`config.mk`:
```
export PLATFORM = sky130hd
export DESIGN_NAME = req_arb_4_flat
export DESIGN_NICKNAME = d
export VERILOG_FILES = /design/src/rtl/req_arb_4_pkg.sv /design/src/rtl/req_arb_4_if.sv /design/src/rtl/req_arb_4_pick.sv /design/src/rtl/req_arb_4.sv /design/src/flat_wrapper.sv
export SDC_FILE = /design/constraint.sdc
export NUM_CORES = 1
export LEC_CHECK = 0
export BUFFER_PORTS_ARGS = -buffer_cell sky130_fd_sc_hd__clkbuf_2
export CORE_MARGIN = 2
export CORE_UTILIZATION = 50
export CTS_CLUSTER_DIAMETER = 150
export DETAILED_ROUTE_END_ITERATION = 10
export HOLD_SLACK_MARGIN = 0.03
export PLACE_DENSITY = 0.84
export SLEW_MARGIN = 20
export SYNTH_ARGS = -nofsm -noshare
export SYNTH_HDL_FRONTEND = slang
export SYNTH_HIERARCHICAL = 1
export SYNTH_SLANG_ARGS = --single-unit
```
`constraint.sdc`:
```
create_clock -name clk -period 4 [get_ports clk]
set_input_delay 1 -clock clk [delete_from_list [all_inputs] [get_ports clk]]
set_output_delay 1 -clock clk [all_outputs]
set_load 0.005 [all_outputs]
```
`src/rtl/req_arb_4_pkg.sv`:
```
// rtl/req_arb_4_pkg.sv - shared state encodings and requester count for the 4-way arbiter
package req_arb_4_pkg;

  localparam int NREQ = 4;

  typedef enum logic [1:0] {
    ST_IDLE  = 2'd0,
    ST_GRANT = 2'd1,
    ST_PARK  = 2'd2
  } state_t;

endpackage

```
`src/rtl/req_arb_4_if.sv`:
```
// rtl/req_arb_4_if.sv - request/grant bundle between requesters and the arbiter
interface req_arb_4_if;
  import req_arb_4_pkg::*;

  logic [NREQ-1:0] req;
  logic [NREQ-1:0] gnt;
  logic [1:0]      gnt_id;
  logic            gnt_v;
  logic            tmo;

  modport master (output req, input gnt, gnt_id, gnt_v, tmo);
  modport slave  (input req, output gnt, gnt_id, gnt_v, tmo);

endinterface

```
`src/rtl/req_arb_4_pick.sv`:
```
// rtl/req_arb_4_pick.sv - combinational winner select; ROUND_ROBIN_EN selects rotating search
//   (upward from start) instead of fixed downward priority from start.
module arb_pick_4
  import req_arb_4_pkg::*;
(
  input  logic [NREQ-1:0] eligible,
  input  logic [1:0]      start,
  output logic [1:0]      id,
  output logic            valid
);

  logic [1:0] idx;

  // Scan from the lowest-precedence offset up so the start position overwrites last.
  always_comb begin
    id    = 2'd0;
    valid = 1'b0;
    idx   = 2'd0;
    for (int k = NREQ - 1; k >= 0; k--) begin
`ifdef ROUND_ROBIN_EN
      idx = start + 2'(k);
`else
      idx = start - 2'(k);
`endif
      if (eligible[idx]) begin
        id    = idx;
        valid = 1'b1;
      end
    end
  end

endmodule

```
`src/rtl/req_arb_4.sv`:
```
// rtl/req_arb_4.sv - 4-requester arbiter with registered grants, hold timeout and mask;
//   ROUND_ROBIN_EN enables rotating priority, otherwise highest index wins.
module req_arb_4
  import req_arb_4_pkg::*;
#(
  parameter int HOLD_MAX = 8
) (
  input  logic        clk,
  input  logic        rst_n,
  req_arb_4_if.slave  bus
);

  localparam int            CW       = (HOLD_MAX == 0) ? 1 : $clog2(HOLD_MAX + 1);
  localparam logic [CW-1:0] HOLD_LIM = CW'(HOLD_MAX);

  state_t          state, state_n;
  logic [CW-1:0]   hold_cnt, hold_n;
  logic [NREQ-1:0] mask, mask_n;
  logic [1:0]      last_id, last_n;
  logic [NREQ-1:0] gnt_q, gnt_n;
  logic [1:0]      gnt_id_q, gnt_id_n;
  logic            tmo_q, tmo_n;

  logic [NREQ-1:0] eligible;
  logic [1:0]      pick_start;
  logic [1:0]      pick_id;
  logic            pick_v;

  assign eligible = bus.req & ~mask;

`ifdef ROUND_ROBIN_EN
  assign pick_start = last_id + 2'd1;
`else
  assign pick_start = 2'd3;
`endif

  arb_pick_4 u_pick (
    .eligible (eligible),
    .start    (pick_start),
    .id       (pick_id),
    .valid    (pick_v)
  );

  always_comb begin
    state_n  = state;
    hold_n   = hold_cnt;
    mask_n   = mask & bus.req;
    last_n   = last_id;
    gnt_n    = '0;
    gnt_id_n = gnt_id_q;
    tmo_n    = 1'b0;
    case (state)
      ST_IDLE: begin
        if (pick_v) begin
          state_n         = ST_GRANT;
          gnt_n[pick_id]  = 1'b1;
          gnt_id_n        = pick_id;
          last_n          = pick_id;
          hold_n          = (HOLD_MAX != 0) ? CW'(1) : '0;
        end
      end
      ST_GRANT: begin
        // A release in the same cycle as expiry wins: no tmo, no mask.
        if (!bus.req[gnt_id_q]) begin
          state_n = ST_PARK;
        end else if ((HOLD_MAX != 0) && (hold_cnt == HOLD_LIM)) begin
          state_n          = ST_PARK;
          tmo_n            = 1'b1;
          mask_n[gnt_id_q] = 1'b1;
        end else begin
          gnt_n = gnt_q;
          if ((HOLD_MAX != 0) && (hold_cnt != HOLD_LIM))
            hold_n = hold_cnt + CW'(1);
        end
      end
      ST_PARK: begin
        state_n = ST_IDLE;
      end
      default: begin
        state_n = ST_IDLE;
      end
    endcase
  end

  always_ff @(posedge clk or negedge rst_n) begin
    if (!rst_n) begin
      state    <= ST_IDLE;
      hold_cnt <= '0;
      mask     <= '0;
      last_id  <= 2'd3;
      gnt_q    <= '0;
      gnt_id_q <= 2'd0;
      tmo_q    <= 1'b0;
    end else begin
      state    <= state_n;
      hold_cnt <= hold_n;
      mask     <= mask_n;
      last_id  <= last_n;
      gnt_q    <= gnt_n;
      gnt_id_q <= gnt_id_n;
      tmo_q    <= tmo_n;
    end
  end

  assign bus.gnt    = gnt_q;
  assign bus.gnt_id = gnt_id_q;
  assign bus.gnt_v  = |gnt_q;
  assign bus.tmo    = tmo_q;

endmodule
```
`src/flat_wrapper.sv`:
```
// flat-port wrapper written by rule: the top's interface ports become plain ports
module req_arb_4_flat import req_arb_4_pkg::*;
#(
  parameter int HOLD_MAX = 8
)
  (clk, rst_n, bus_req, bus_gnt, bus_gnt_id, bus_gnt_v, bus_tmo);
  req_arb_4_if bus_i ();
  input  logic clk;
  input  logic rst_n;
  input wire logic [$bits(bus_i.req)-1:0] bus_req;
  output wire logic [$bits(bus_i.gnt)-1:0] bus_gnt;
  output wire logic [$bits(bus_i.gnt_id)-1:0] bus_gnt_id;
  output wire logic [$bits(bus_i.gnt_v)-1:0] bus_gnt_v;
  output wire logic [$bits(bus_i.tmo)-1:0] bus_tmo;
  assign bus_i.req = bus_req;
  assign bus_gnt = bus_i.gnt;
  assign bus_gnt_id = bus_i.gnt_id;
  assign bus_gnt_v = bus_i.gnt_v;
  assign bus_tmo = bus_i.tmo;
  req_arb_4 #(.HOLD_MAX(HOLD_MAX)) u_core (.clk(clk), .rst_n(rst_n), .bus(bus_i));
endmodule
```
==> flow_metrics.env, run 1 <==
export IMPL_cp_end_kind="flop"
export IMPL_cts_max_level=1
export IMPL_die_w_um=46.7
export IMPL_maxCapViolations=0
export IMPL_critical_path_max_stage_delay_ns=0.65
export IMPL_grt_antenna_before_repair=0
export IMPL_status="complete, no violations"
export IMPL_die_height_um=46.7
export IMPL_finalHoldViolations=0
export IMPL_routedWlPerCell_um=13.1
export IMPL_crit_arrival_ns=2.56
export IMPL_fmax_mhz=418
export IMPL_dp_hpwl_um=1410
export IMPL_path_clk_slew_ns=0.11
export IMPL_drt_iter0_drc=10
export IMPL_rsz0062_at_grt="false"
export IMPL_synthAdderAreaFrac_pct=2.74
export IMPL_fin_util_pct=60.9
export IMPL_worstHoldPathType="flop to flop"
export IMPL_worstMarginPinSlew_ns=0.774
export IMPL_cts_resized=0
export IMPL_core_um2=1730
export IMPL_cp_start_kind="input pin"
export IMPL_synthMuxAreaShare_pct=4.11
export IMPL_netlist_top_cells_area="dfrtp_1 47%, nand2_1 5.3%, nor2b_1 4.8%, a21oi_1 2.7%, ha_1 2.7%"
export IMPL_critical_path_cell_chain="clkbuf_2 > nor2b_1 > nor2_1 > nand2_1 > nor3b_1 > a21oi_1 > nand2_1 > o21ai_0"
export IMPL_synth_top_cell_by_area="dfrtp_1"
export IMPL_synth_edff_count=0
export IMPL_ys_ff_latch=17
export IMPL_fillers=158
export IMPL_critPathSlowestCell="nor3b_1"
export IMPL_dp_worst_setup_slack_ns=1.32
export IMPL_synth_top_area_share_pct=46.6
export IMPL_worst_path_max_fanout=7
export IMPL_finalSetupViolCount=0
export IMPL_required_ns=4.17
export IMPL_whs_ns=0.505
export IMPL_grt_pass1_vias=721
export IMPL_p_per_area_nw_per_um2=582
export IMPL_cts_tree="built"
export IMPL_yosys_top_cells_count="17 x dfrtp_1, 13 x nand2_1, 7 x nor2b_1"
export IMPL_post_cts_repair_setup_buffers=0
export IMPL_syn_area_um2=913
export IMPL_synth_top_family_by_area="simple AND/OR/NAND/NOR gates"
export IMPL_layout_drive_gt1_share_pct=24.6
export IMPL_synthToLayoutAreaGrowth_pct=15.1
export IMPL_ys_types=36
export IMPL_synthMostInstantiatedCell="dfrtp_1"
export IMPL_via_per_inst=5.28
export IMPL_drc_errors=0
export IMPL_core_rowCount=15
export IMPL_grt_ovfl_total=0
export IMPL_criticalPathCategory="input pin to flop"
export IMPL_synth_avg_cell_area_um2=10.0
export IMPL_grt_pass1_wl_um=3020
export IMPL_drv_slew=0
export IMPL_ys_seq_area_share_pct=46.6
export IMPL_finalClockSkew_ns=0.0134
export IMPL_drtPass1Iterations=3
export IMPL_timing_final_crit_share_pct=59.8
export IMPL_die_area_um2=2180
export IMPL_num_vias=734
export IMPL_clock_latency_ns=0.29
export IMPL_synth_compound_area_share_pct=16.2
export IMPL_diodes=0
export IMPL_grt_max_degree=18
export IMPL_cts_buffers=3
export IMPL_irDropWorstVdd_v=0.000285
export IMPL_wirelength_um=1820
export IMPL_fin_ws_ns=1.61
export IMPL_maxSlewHeadroom_pct=48.3
export IMPL_power_leakage_nw=0.515
export IMPL_cp_common_cell="nand2_1"
export IMPL_numPortBuffers=13
export IMPL_synth_cells=91
export IMPL_fin_tns_setup_ns=0
export IMPL_synth_simple_area_share_pct=27.5
export IMPL_synth_xor_area_share_pct=0
export IMPL_grt_usage_pct=20.0
export IMPL_gp_congestion=0.817
export IMPL_ios=14
export IMPL_initial_core_util_pct=52.9
export IMPL_detail_route_antenna_nets=0
export IMPL_cts_root_buf="clkbuf_4"
export IMPL_post_route_min_period_ns=2.39
export IMPL_ctsLongestPathBuffers=2
export IMPL_ys_warnings_count=6
export IMPL_hold_buffers=0
export IMPL_synthFlopType="dfrtp_1"
export IMPL_cts_sinks=17
export IMPL_async_reset_ff_share_pct=100
export IMPL_nets=123
## per-layer routing
layer,global-route usage (%),share of wire (%),wire length [µm]
met4,11.1,3.0,54
met5,0,0,0
met2,31.7,48,869
met3,5.00,3.9,71
met1,25.2,45,820
## path summary, 6_finish.rpt
check                      slack, ns              endpoint           start  cells after the start
min in group asynchronous       0.62        u_core/mask[0]           rst_n                      1
max in group asynchronous       3.08  u_core/bus.gnt_id[0]           rst_n                      1
hold / removal                  0.50        u_core/mask[2]  u_core/mask[2]                      1
hold reg to reg                 0.50        u_core/mask[2]  u_core/mask[2]                      1
setup / recovery                1.61    u_core/hold_cnt[2]      bus_req[0]                      8
setup reg to reg                2.04    u_core/hold_cnt[2]  u_core/mask[0]                      7
## critical path: cells and delay by family
family                 cells  cell delay, ns
AOI/OAI and AO/OA          2            0.20
buffers and inverters      1            0.10
and+or+nand+nor            5            1.25
## cells in the final DEF, fill, tap and decap left out, types with 5 or more instances in the layout
master     n
conb_1     8
nor2b_1    7
a21oi_1    5
nor2_1     6
clkbuf_2  13
nand2_1   13
dfrtp_1   17
## power breakdown
| part | internal [mW] | switching (mW) |
|---|---|---|
| clock | 0.0388 | 0.0535 |
| combinational | 0.115 | 0.125 |
| sequential | 0.220 | 0.0590 |
| total | 0.375 | 0.238 |
## sequential cells by signal, indices dropped and copies added (netlist names)
signal             flops
u_core/bus.gnt         4
u_core/mask            4
u_core/hold_cnt        4
u_core/state           2
u_core/bus.gnt_id      2
u_core/bus.tmo         1
## cell type report
class | count | area (µm²) | share of cell area (%)
repair buffers | 13 | 65.1 | 6.19
inverters | 3 | 11.3 | 1.07
well taps | 25 | 31.3 | 2.98
clock buffers | 4 | 26.3 | 2.50
flip-flops and latches | 17 | 425 | 40.5
multi-input cells | 77 | 492 | 46.8
## metrics by stage
stage,total power [mW],instance area [µm²],instances
after floorplan,0.451,940,98
after detailed placement,0.524,1020,135
after global placement,0.509,1020,135
after CTS,0.617,1050,139
final,0.612,1050,139
after global routing,0.667,1050,139
## cell families (layout without fill, tap and decap cells)
logic type | after synthesis | count (layout)
adder cells (fa/ha/maj) | 2 | 2
AND/OR/NAND/NOR | 44 | 44
AO/OA/AOI/OAI | 21 | 21
flip-flops | 17 | 17
buffers and inverters | 4 | 20
other | 1 | 8
multiplexers | 2 | 2
(Power assumes the default switching activity.)
==> run 2: changes to the inputs <==
- CORE_UTILIZATION: 50 -> 49
- PLACE_DENSITY: 0.84 -> 0.85
- clock period: 4 -> 1.9 ns (I/O delays scaled with it)
==> flow_metrics.env, run 2 (same netlist as run 1, synthesis figures left out) <==
export IMPL_status="complete, no violations"
export IMPL_reg2reg_depth=3
export IMPL_critical_path_depth=2
export IMPL_criticalPathCategory="flop to output port"
export IMPL_grt_max_degree=18
export IMPL_detail_route_antenna_nets=0
export IMPL_finalHoldViolations=0
export IMPL_post_route_min_period_ns=1.81
export IMPL_initial_core_util_pct=52.3
export IMPL_die_w_um=47.2
export IMPL_placed_area_um2=1050
export IMPL_cts_buffers=3
export IMPL_layout_commonest_cell="dfrtp_1"
export IMPL_grt_usage_pct=19.3
export IMPL_cp_num_buf_inv=1
export IMPL_r2r_end="u_core/bus.gnt[1]"
export IMPL_crit_arrival_ns=1.34
export IMPL_cts_root_buf="clkbuf_4"
export IMPL_fmax_mhz=551
export IMPL_via_per_inst=5.20
export IMPL_wirelength_um=1820
export IMPL_maxCapViolations=0
export IMPL_die_height_um=47.2
export IMPL_dp_hpwl_um=1430
export IMPL_r2r_start="u_core/bus.gnt_id[0]"
export IMPL_finalSetupViolCount=0
export IMPL_grt_pass1_vias=719
export IMPL_clock_latency_ns=0.29
export IMPL_timing_final_crit_share_pct=95.5
export IMPL_gp_congestion=0.789
export IMPL_grt_ovfl_total=0
export IMPL_startpoint="u_core/bus.gnt[1]"
export IMPL_hold_buffers=0
export IMPL_p_per_area_nw_per_um2=1220
export IMPL_diodes=0
export IMPL_power_leakage_nw=0.533
export IMPL_whs_ns=0.0969
export IMPL_finalInstanceArea_um2=1070
export IMPL_worstHoldPathType="input pin to async pin"
export IMPL_required_ns=1.42
export IMPL_fillers=161
export IMPL_core_um2=1750
export IMPL_crit_end="bus_gnt_v"
export IMPL_layout_drive_gt1_share_pct=27.4
export IMPL_ff2ff_setup_slack_ns=0.24
export IMPL_drt_iter0_drc=8
export IMPL_critical_path_cell_chain="or4_1 > clkbuf_2"
export IMPL_cts_max_level=1
export IMPL_fin_util_pct=61.6
export IMPL_die_area_um2=2230
export IMPL_grt_antenna_before_repair=0
export IMPL_drv_slew=0
export IMPL_rsz0062_at_grt="false"
export IMPL_fin_tns_setup_ns=0
export IMPL_fin_cells=142
export IMPL_finalClockSkew_ns=0.00373
export IMPL_critPathSlowestCell="or4_1"
export IMPL_drtPass1Iterations=4
export IMPL_cp_end_kind="output port"
export IMPL_cts_resized=0
export IMPL_irDropWorstVdd_v=0.000733
export IMPL_critical_path_max_stage_delay_ns=0.52
export IMPL_synthToLayoutAreaGrowth_pct=17.7
export IMPL_ios=14
export IMPL_post_cts_repair_setup_buffers=0
export IMPL_ctsLongestPathBuffers=2
export IMPL_worst_path_max_fanout=3
export IMPL_core_rowCount=15
export IMPL_cts_sinks=17
export IMPL_grt_pass1_wl_um=2930
export IMPL_routedWlPerCell_um=12.8
export IMPL_cp_start_kind="flop"
export IMPL_drc_errors=0
export IMPL_numPortBuffers=13
export IMPL_path_clk_slew_ns=0.10
export IMPL_layout_common_cells="17 x dfrtp_1, 13 x clkbuf_2, 13 x nand2_1"
export IMPL_place_inst=138
export IMPL_crit_family="simple AND/OR/NAND/NOR gates"
export IMPL_cts_tree="built"
export IMPL_nets=126
export IMPL_num_vias=738
-- run 2: cell count changes in the layout (fill, tap and decap cells not counted), sizes merged --
cell and delta:
clkinv +1, buf +3, clkbuf -1
-- run 2: worst reg2reg max path: cells and delay by family (launching register included) --
kind | cells | cell delay (ns)
AO/OA/AOI/OAI | 1 | 0.23
AND/OR/NAND/NOR | 1 | 0.25
flip-flops | 1 | 0.49
multiplexers | 1 | 0.60
-- run 2: through the flow --
stage | setup WS (ns) | power [mW]
floorplan | 0.161 | 0.950
global placement | 0.148 | 1.10
detailed placement | 0.0691 | 1.12
CTS | 0.0698 | 1.32
global route | 0.0370 | 1.43
finish | 0.0853 | 1.31
-- run 2: cell type report --
type | count | area (µm²) | share of cell area (%)
Timing Repair Buffer | 16 | 87.6 | 8.15
Sequential cell | 17 | 425 | 39.6
Tap cell | 25 | 31.3 | 2.91
Clock buffer | 3 | 22.5 | 2.10
Clock inverter | 1 | 5.00 | 0.466
Multi-Input combinational cell | 77 | 492 | 45.8
Inverter | 3 | 11.3 | 1.05
-- run 2: layer usage --
layer	GRT usage [%]	part of all wire (%)	vias to the layer above
met2	35.9	52	21
met3	4.62	4.8	0
met1	21.1	43	355
li1	-	-	362
met5	0	0	-
met4	6.67	0	0
-- run 2: report_power, final --
group | internal, mW | leakage [nW] | total (mW) | switching [mW]
Combinational | 0.260 | 0.291 | 0.529 | 0.269
Clock | 0.0783 | 0.0177 | 0.193 | 0.115
Sequential | 0.464 | 0.224 | 0.587 | 0.122
Total | 0.802 | 0.533 | 1.31 | 0.506
-- run 2: worst min path at each step --
stage / to
6_report: u_core/hold_cnt[2]
5_1_grt: u_core/hold_cnt[1]
4_1_cts: u_core/hold_cnt[1]
3_5_place_dp: u_core/hold_cnt[1]
3_3_place_gp: u_core/hold_cnt[0]
2_1_floorplan: u_core/bus.gnt[0]
==> run 3: changes to the inputs <==
- CTS_BUF_LIST: default -> sky130_fd_sc_hd__clkbuf_16
- MAX_ROUTING_LAYER: default -> met4
- SKIP_LAST_GASP: default -> 1
==> flow_metrics.env, run 3 (same netlist as run 1, synthesis figures left out) <==
export IMPL_cts_buffers=3
export IMPL_worstHoldPathType="input pin to async pin"
export IMPL_layout_commonest_cell="dfrtp_1"
export IMPL_criticalPathCategory="flop to output port"
export IMPL_cts_tree="built"
export IMPL_wirelength_um=1900
export IMPL_dp_hpwl_um=1430
export IMPL_diodes=0
export IMPL_grt_pass1_wl_um=2970
export IMPL_grt_pass1_vias=719
export IMPL_via_per_inst=5.28
export IMPL_finalClockSkew_ns=0.00470
export IMPL_cts_resized=0
export IMPL_status="complete, no violations"
export IMPL_die_w_um=47.2
export IMPL_drt_iter0_drc=7
export IMPL_timing_final_crit_share_pct=92.6
export IMPL_drv_slew=0
export IMPL_grt_antenna_before_repair=0
export IMPL_ctsLongestPathBuffers=2
export IMPL_clock_latency_ns=0.25
export IMPL_rsz0062_at_grt="false"
export IMPL_die_area_um2=2230
export IMPL_fmax_mhz=568
export IMPL_path_clk_slew_ns=0.05
export IMPL_placed_area_um2=1050
export IMPL_layout_drive_gt1_share_pct=27.4
export IMPL_finalInstanceArea_um2=1130
export IMPL_detail_route_antenna_nets=0
export IMPL_core_rowCount=15
export IMPL_post_route_min_period_ns=1.76
export IMPL_grt_max_degree=18
export IMPL_post_cts_repair_setup_buffers=0
export IMPL_cts_max_level=1
export IMPL_maxCapViolations=0
export IMPL_drc_errors=0
export IMPL_worst_path_max_fanout=3
export IMPL_ff2ff_setup_slack_ns=0.24
export IMPL_fillers=152
export IMPL_die_height_um=47.2
export IMPL_fin_tns_setup_ns=0
export IMPL_synthToLayoutAreaGrowth_pct=23.4
export IMPL_initial_core_util_pct=52.3
export IMPL_finalSetupViolCount=0
export IMPL_drtPass1Iterations=4
export IMPL_finalHoldViolations=0
export IMPL_p_per_area_nw_per_um2=1370
export IMPL_cp_end_kind="output port"
export IMPL_gp_congestion=0.800
export IMPL_ios=14
export IMPL_num_vias=750
export IMPL_hold_buffers=0
export IMPL_cts_root_buf="clkbuf_16"
export IMPL_core_um2=1750
export IMPL_irDropWorstVdd_v=0.000722
export IMPL_cp_start_kind="flop"
export IMPL_nets=126
export IMPL_routedWlPerCell_um=13.4
export IMPL_layout_common_cells="17 x dfrtp_1, 13 x clkbuf_2, 13 x nand2_1"
export IMPL_power_leakage_nw=0.556
export IMPL_required_ns=1.42
export IMPL_grt_usage_pct=20.2
export IMPL_cts_sinks=17
export IMPL_crit_arrival_ns=1.28
export IMPL_grt_ovfl_total=0
export IMPL_numPortBuffers=13
[run 3: critical path: stages, from the launching register on]
cell      delay, ns
dfrtp_1        0.39
or4_1          0.52
clkbuf_2       0.12
[run 3: final timing paths]
kind | to | from | cells after the start
max reg2reg | u_core/bus.gnt[1] | u_core/bus.gnt_id[0] | 3
min reg2reg | u_core/mask[1] | u_core/mask[1] | 1
max | bus_gnt_v | u_core/bus.gnt[1] | 2
min in group clk | u_core/mask[1] | bus_req[1] | 2
min | u_core/hold_cnt[1] | rst_n | 1
max in group asynchronous | u_core/mask[1] | rst_n | 1
[run 3: area by class of cell]
class	count	area (µm²)	area share [%]
Clock inverter	1	5.00	0.444
Clock buffer	3	75.1	6.66
Tap cell	25	31.3	2.77
Inverter	3	11.3	0.999
Timing Repair Buffer	16	87.6	7.77
Multi-Input combinational cell	77	492	43.6
Sequential cell	17	425	37.7
[run 3: per-layer routing]
metal	routed length, µm	track usage [%]
met4	29	8.33
met2	959	36.2
met3	82	3.46
met1	825	21.8
met5	0	-
[run 3: stage by stage]
| stage | cells | hold slack [ns] | power [mW] | setup slack (ns) | utilization [%] |
|---|---|---|---|---|---|
| 5_1_grt | 142 | 0.179 | 1.66 | 0.111 | 64.6 |
| 3_5_place_dp | 138 | 0.437 | 1.12 | 0.0691 | 60.0 |
| 4_1_cts | 142 | 0.167 | 1.55 | 0.139 | 64.6 |
| 3_3_place_gp | 138 | 0.428 | 1.10 | 0.148 | 60.0 |
| 6_report | 142 | 0.151 | 1.54 | 0.141 | 64.6 |
| 2_1_floorplan | 98 | 0.179 | 0.950 | 0.161 | - |
[run 3: power breakdown]
part / leakage (nW) / switching [mW] / internal [mW]
Clock: 0.0409 / 0.143 / 0.282
Combinational: 0.291 / 0.270 / 0.260
Sequential: 0.224 / 0.122 / 0.466
